## config.mk

```make
export PLATFORM = sky130hd
export DESIGN_NAME = flit_injector
export DESIGN_NICKNAME = d
export VERILOG_FILES = /design/src/rtl/flit_injector_pkg.sv /design/src/rtl/flit_injector_out_reg.sv /design/src/rtl/flit_injector.sv
export SDC_FILE = /design/constraint.sdc
export NUM_CORES = 1
export LEC_CHECK = 0
export ABC_AREA = 1
export ABC_CLOCK_PERIOD_IN_PS = 4600
export CAP_MARGIN = 30
export CORE_ASPECT_RATIO = 2
export CORE_MARGIN = 2
export CORE_UTILIZATION = 50
export DETAILED_ROUTE_END_ITERATION = 16
export GPL_ROUTABILITY_DRIVEN = 1
export PLACE_DENSITY = 0.93
export SYNTH_ARGS = -nofsm -noshare
export SYNTH_HDL_FRONTEND = slang
export SYNTH_SLANG_ARGS = --single-unit
```

## constraint.sdc

```tcl
create_clock -name clk -period 4.6 [get_ports clk]
set_input_delay 0.69 -clock clk [delete_from_list [all_inputs] [get_ports clk]]
set_output_delay 0.69 -clock clk [all_outputs]
set_load 0.1 [all_outputs]
```

## src/rtl/flit_injector_pkg.sv

```systemverilog
// Shared types for the flit injector: flit layout, head-field packing and FSM states.
package flit_injector_pkg;

  localparam int FLIT_DATA_W = 32;
  localparam int PKG_MAX_LEN = 16;
  localparam int PKG_LEN_W   = $clog2(PKG_MAX_LEN + 1);
  localparam int ADDR_W      = 4;

  typedef logic [ADDR_W-1:0] PORT_ADDR_t;

  typedef enum logic [1:0] {
    FT_HEAD     = 2'd0,
    FT_BODY     = 2'd1,
    FT_TAIL     = 2'd2,
    FT_HEADTAIL = 2'd3
  } FLIT_TYPE_t;

  // Packed into the low bits of a head flit's data field.
  typedef struct packed {
    PORT_ADDR_t           dest;
    PORT_ADDR_t           src;
    logic [PKG_LEN_W-1:0] len;
  } HEAD_INFO_t;

  typedef enum logic [1:0] {
    S_IDLE = 2'd0,
    S_HEAD = 2'd1,
    S_BODY = 2'd2,
    S_LAST = 2'd3
  } INJ_STATE_t;

  typedef struct packed {
    FLIT_TYPE_t             ftype;
    logic [FLIT_DATA_W-1:0] data;
  } FLIT_t;

endpackage

```

## src/rtl/flit_injector_out_reg.sv

```systemverilog
// Output holding register: keeps the flit and req stable until the router takes it.
module flit_injector_out_reg
  import flit_injector_pkg::*;
(
  input  logic  clk,
  input  logic  reset_n,
  input  logic  load,
  input  FLIT_t load_flit,
  input  logic  on_off,
  output logic  can_load,
  output FLIT_t flit,
  output logic  req
);

  // Empty, or its current flit leaves on this edge.
  assign can_load = !req || on_off;

  always_ff @(posedge clk or negedge reset_n) begin
    if (!reset_n) begin
      flit <= '0;
      req  <= 1'b0;
    end else if (load && can_load) begin
      flit <= load_flit;
      req  <= 1'b1;
    end else if (req && on_off) begin
      req  <= 1'b0;
    end
  end

endmodule

```

## src/rtl/flit_injector.sv

```systemverilog
// Source-side network interface: segments a descriptor plus payload into HEAD/BODY/TAIL flits.
module flit_injector
  import flit_injector_pkg::*;
#(
  parameter int         DATA_W   = FLIT_DATA_W,
  parameter int         MAX_LEN  = PKG_MAX_LEN,
  parameter int         LEN_W    = $clog2(MAX_LEN + 1),
  parameter PORT_ADDR_t SRC_ADDR = '0
) (
  input  logic              clk,
  input  logic              reset_n,
  input  logic              i_pkt_valid,
  output logic              o_pkt_ready,
  input  PORT_ADDR_t        i_pkt_dest,
  input  logic [LEN_W-1:0]  i_pkt_len,
  input  logic              i_data_valid,
  input  logic [DATA_W-1:0] i_data,
  output logic              o_data_ready,
  output FLIT_t             o_flit,
  output logic              o_upstream_req,
  input  logic              i_on_off,
  output logic              o_busy,
  output logic [15:0]       o_pkt_sent,
  output INJ_STATE_t        o_state
);

  // Handshakes: descriptor and payload words move on a rising edge with valid&ready
  // (ready never depends on valid); a flit moves on a rising edge with o_upstream_req&i_on_off.

  INJ_STATE_t       state, state_nx;
  logic [LEN_W-1:0] rem_q;
  logic [LEN_W-1:0] len_c;
  logic [15:0]      sent_q;
  logic             rdy_en;
  logic             load, can_load, xfer, word_ok, sent_inc;
  FLIT_t            load_flit;
  HEAD_INFO_t       head_info;

  assign len_c = (i_pkt_len > LEN_W'(MAX_LEN)) ? LEN_W'(MAX_LEN) : i_pkt_len;
  assign head_info = '{dest: i_pkt_dest, src: SRC_ADDR, len: PKG_LEN_W'(len_c)};
  assign xfer = o_upstream_req && i_on_off;

  flit_injector_out_reg u_out_reg (
    .clk       (clk),
    .reset_n   (reset_n),
    .load      (load),
    .load_flit (load_flit),
    .on_off    (i_on_off),
    .can_load  (can_load),
    .flit      (o_flit),
    .req       (o_upstream_req)
  );

  always_comb begin
    state_nx     = state;
    load         = 1'b0;
    load_flit    = '0;
    o_pkt_ready  = 1'b0;
    o_data_ready = 1'b0;
    sent_inc     = 1'b0;
    word_ok      = 1'b0;
    case (state)
      S_IDLE: begin
        o_pkt_ready = rdy_en;
        if (rdy_en && i_pkt_valid) begin
          load            = 1'b1;
          load_flit.ftype = (len_c == '0) ? FT_HEADTAIL : FT_HEAD;
          load_flit.data  = FLIT_DATA_W'(head_info);
          state_nx        = S_HEAD;
        end
      end
      S_HEAD: begin
        // The first word may load while the head leaves, so HEAD/BODY go out back to back.
        o_data_ready = (rem_q != '0) && can_load;
        if (xfer) begin
          if (rem_q == '0) begin
            state_nx = S_IDLE;
            sent_inc = 1'b1;
          end else begin
            state_nx = S_BODY;
          end
        end
      end
      S_BODY: o_data_ready = can_load;
      S_LAST: begin
        if (xfer) begin
          state_nx = S_IDLE;
          sent_inc = 1'b1;
        end
      end
      default: state_nx = S_IDLE;
    endcase
    word_ok = o_data_ready && i_data_valid;
    if (word_ok) begin
      load            = 1'b1;
      load_flit.ftype = (rem_q == LEN_W'(1)) ? FT_TAIL : FT_BODY;
      load_flit.data  = FLIT_DATA_W'(i_data);
      if (rem_q == LEN_W'(1)) state_nx = S_LAST;
    end
  end

  always_ff @(posedge clk or negedge reset_n) begin
    if (!reset_n) state <= S_IDLE;
    else          state <= state_nx;
  end

  always_ff @(posedge clk or negedge reset_n) begin
    if (!reset_n) begin
      rem_q  <= '0;
      sent_q <= '0;
      rdy_en <= 1'b0;
    end else begin
      rdy_en <= 1'b1;
      if (state == S_IDLE && rdy_en && i_pkt_valid) rem_q <= len_c;
      else if (word_ok)                             rem_q <= rem_q - LEN_W'(1);
      if (sent_inc) sent_q <= sent_q + 16'd1;
    end
  end

  assign o_busy     = (state != S_IDLE);
  assign o_pkt_sent = sent_q;
  assign o_state    = state;

endmodule

```

==> summary.md <==
STA puts the critical path data arrival time at 2.42 ns. Setup violations remaining at the end of the flow were counted as 0. The weighted congestion at the end of routability-driven global placement is 0.876. After synthesis, the netlist uses 27 different library cells. The run gives 0.000486 V as the largest voltage drop on the vdd net.

The cell type of the slowest stage on the worst timing path is clkdlybuf4s50_1. The HPWL after detailed placement is 6.00 mm. Total number of vias: 2923.

In this run the critical register-to-register path is launched from o_state[1]. The maximum buffer depth of the clock tree came out at 2. Clock-pin slew was measured on the worst setup and hold paths at 0.05 ns. Summed over all layers, the routed wires come to 8.11 mm. For the net count of the finished layout, the log shows 553.

The worst register-to-register path has a depth of 8. Clock skew on the completed layout was measured at 0.00626 ns. The routed wire length per instance is 14.3 um, and the number of buffer and inverter stages on the critical path is 3. Overall die width: 59.6 um. The run finished with clean final reports.

Pin placement for this block handled 102 I/O pins. The detail route stage leaves a number of antenna-violating nets equal to 0. The average cell area after synthesis was 7.79 um2; the pin count of the biggest net entering global routing was 60. The post-synth design cell area was 3090 um2; the leakage power summed over all cells was 2.24 nW. For the worst setup slack after placement, the log shows 1.65 ns. The final-report hold violation count came out at 0. The run gives 0 as the number of warnings reported in the yosys synthesis log. Adding up every negative setup slack in the final design gives 0 ns. The global-route wire length before repair is 12.9 mm. Number of standard cells after synthesis: 397. Placeable core area: 6010 um2. The endpoint identified for the worst register-to-register timing path is u_out_reg.flit[13]. The run gives 0 as the number of max-slew violations in the final report. Across every metal layer, demand over resource in global routing totals 25.4%. The total overflow reported by the global router came out at 0. The clock latency at the later pin of the worst-skew pair was 0.33 ns; the biggest cell delay along the critical path was 1.12 ns. Compared with the post-synthesis result, the final layout area differs by 41.6%. The worst min-delay path category is flop to flop.

In this run, post-CTS repair resized a total of 0 instances. Cell at the root of the clock tree: clkbuf_16. Required time reported for the critical path endpoint: 3.91 ns. The critical path goes through inv_1 > ha_1 > nand2_1 > inv_1 > clkdlybuf4s50_1. The CTS buffer count was 9; the antenna cell count was 0. In this run the core area contains 40 standard-cell rows. For the number of global-route vias before repair, the log shows 2878. Setup repair after global routing left no endpoint under its margin.

The worst hold path cell count was 2; the time the final worst path needs with I/O delays and setup was 3.11 ns. The category of the critical setup timing path is flop to output pin. Along the worst path, the maximum fanout reaches 4. After filler insertion, the fill cell instance count of the layout stands at 471.

Hold repair after CTS inserted 0 buffers. The most frequent cell on the critical path is inv_1. The number of synthesized register bits was 59. Hold is met by 0.468 ns. The die covers 6870 um2. The actual slew at the worst max-slew pin was 1.02 ns.

The share of the Yosys chip area taken by registers is 47.7%. The number of vias per cell was 5.16; the number of remaining DRC errors was 0. The tools report the flop-to-flop setup slack as 2.04 ns.

In this run the power density over the cells is 814 nW/um2. Of the cells placed in the final design, the portion with a size suffix greater than 1 is 6.16%. The run gives 31.7% as the normalized max-slew margin.

The initial antenna violation count is 0. For this run, the top clock speed supported by timing is 322 MHz. The number of nets produced by synthesis is 452. Worst min-delay path endpoint: u_out_reg.flit[8]. The kind of cell with the highest combined delay along the critical path is buffers and inverters. The clock tree synthesis step divided the H-tree into 3 levels. Type of origin of the critical path: a flop. The CTS sink count is 59. The worst hold path begins at u_out_reg.flit[8]. Max-cap violations in this run came to 0. After the first detailed-routing iteration, the DRC count stood at 207. The number of buffer cells added on primary ports is 101, and the detailed-router iteration count before antenna repair is 5.

The worst setup path is captured at an output pin. The vertical extent of the die is 115 um, and the worst-case setup margin in the final layout is 1.49 ns. TritonCTS built the clock tree. For this configuration, the core starts out at a cell density of 51.5%. In the finished design, the share of the clock period the worst path needs comes to 67.5%.

After clock tree synthesis, the setup repair step added 0 buffers.
logic make-up (layout without fill, tap and decap cells):
logic type                 after synthesis  count (layout)  share of synthesized area [%]
DFF                                     59              59                           47.7
AOI/OAI and AO/OA                       23              23                           4.05
xor gates and xnor gates                12              12                           3.40
adders and majority gates                9               9                           3.64
and+or+nand+nor                        239             239                           33.0
other                                    1               1                          0.121
buffers and inverters                   54             160                           8.05
worst max-delay path by stage:
| stage | startpoint | to | depth (start not counted) |
|---|---|---|---|
| global route | o_state[0] | o_pkt_ready | 5 |
| floorplan | o_state[0] | o_data_ready | 6 |
| global placement | i_on_off | o_data_ready | 5 |
| detailed placement | i_on_off | o_data_ready | 5 |
| finish | o_state[0] | o_pkt_ready | 5 |
| CTS | o_state[0] | o_pkt_ready | 5 |
cell type report:
cell class / instances / area [um2] / area share [%]
Clock buffer: 14 / 254 / 5.80
Clock inverter: 2 / 35.0 / 0.800
Inverter: 42 / 158 / 3.60
Multi-Input combinational cell: 284 / 1370 / 31.2
Sequential cell: 59 / 1480 / 33.7
Tap cell: 63 / 78.8 / 1.80
Timing Repair Buffer: 102 / 1010 / 23.1
through the flow:
step                      std cells  util (%)  total power, mW  instance area [um2]
after floorplan                 397         -             2.43                 3090
after CTS                       566      72.9             3.59                 4380
after detailed placement        550      68.1             2.92                 4090
after global placement          550      68.1             2.88                 4090
final                           566      72.9             3.57                 4380
after global routing            566      72.9             3.72                 4380
cell usage in the layout, fill, tap and decap left out, types with 2 or more instances in the layout:
| cell type | n |
|---|---|
| clkbuf_1 | 4 |
| ha_1 | 9 |
| nand4_1 | 15 |
| inv_1 | 41 |
| nand3_1 | 10 |
| dfrtp_1 | 59 |
| nand2_2 | 9 |
| nor3_1 | 5 |
| buf_4 | 2 |
| xnor2_1 | 4 |
| nand2_1 | 162 |
| nor2_1 | 32 |
| clkdlybuf4s50_1 | 99 |
| o21ai_0 | 19 |
| nor2_2 | 3 |
| clkbuf_16 | 9 |
| xor2_1 | 8 |
sequential cells by signal (all words and copies together), names as in the netlist:
signal and cells:
rem_q 5, o_pkt_sent 16, rdy_en 1, o_state 2, u_out_reg.req 1, u_out_reg.flit 34
Yosys cell counts:
| cell | number | area share (%) |
|---|---|---|
| dfrtp_1 | 59 | 48 |
| conb_1 | 1 | 0.12 |
| xnor2_1 | 4 | 1.1 |
| o311ai_0 | 1 | 0.28 |
| buf_2 | 6 | 0.97 |
| buf_4 | 2 | 0.49 |
| xor2_1 | 8 | 2.3 |
| o21ai_0 | 19 | 3.1 |
| nor2_2 | 3 | 0.61 |
| buf_6 | 2 | 0.73 |
| nand2_4 | 1 | 0.36 |
| nand2_1 | 162 | 20 |
| a21oi_2 | 1 | 0.28 |
| nand2_2 | 9 | 1.8 |
| nand3_1 | 10 | 1.6 |
| clkinv_1 | 1 | 0.12 |
| nand2_8 | 1 | 0.65 |
| a21oi_1 | 1 | 0.16 |
| nand4_1 | 15 | 3.0 |
| clkbuf_1 | 1 | 0.12 |
| buf_12 | 1 | 0.65 |
| nand3_4 | 1 | 0.57 |
| inv_1 | 41 | 5.0 |
| nor2_1 | 32 | 3.9 |
| ha_1 | 9 | 3.6 |
| a21boi_0 | 1 | 0.24 |
| nor3_1 | 5 | 0.81 |
worst min-delay path, stage by stage, from the launching register on:
cell and delay (ns):
dfrtp_1 0.34, nand2_1 0.05, nand2_1 0.04
report_power, final:
| group | total [mW] | internal [mW] | switching (mW) |
|---|---|---|---|
| registers | 0.807 | 0.694 | 0.113 |
| logic | 2.11 | 0.459 | 1.65 |
| clock network | 0.650 | 0.433 | 0.217 |
| total | 3.57 | 1.59 | 1.98 |
metal layers:
metal / GRT usage (%) / wire length, um / vias to the layer above
li1: - / - / 1430
met1: 24.9 / 2810 / 1343
met2: 45.0 / 4550 / 117
met3: 5.96 / 373 / 33
met4: 16.9 / 383 / 0
met5: 0 / 0 / -
Note: power is estimated with default switching activity, not from simulation.
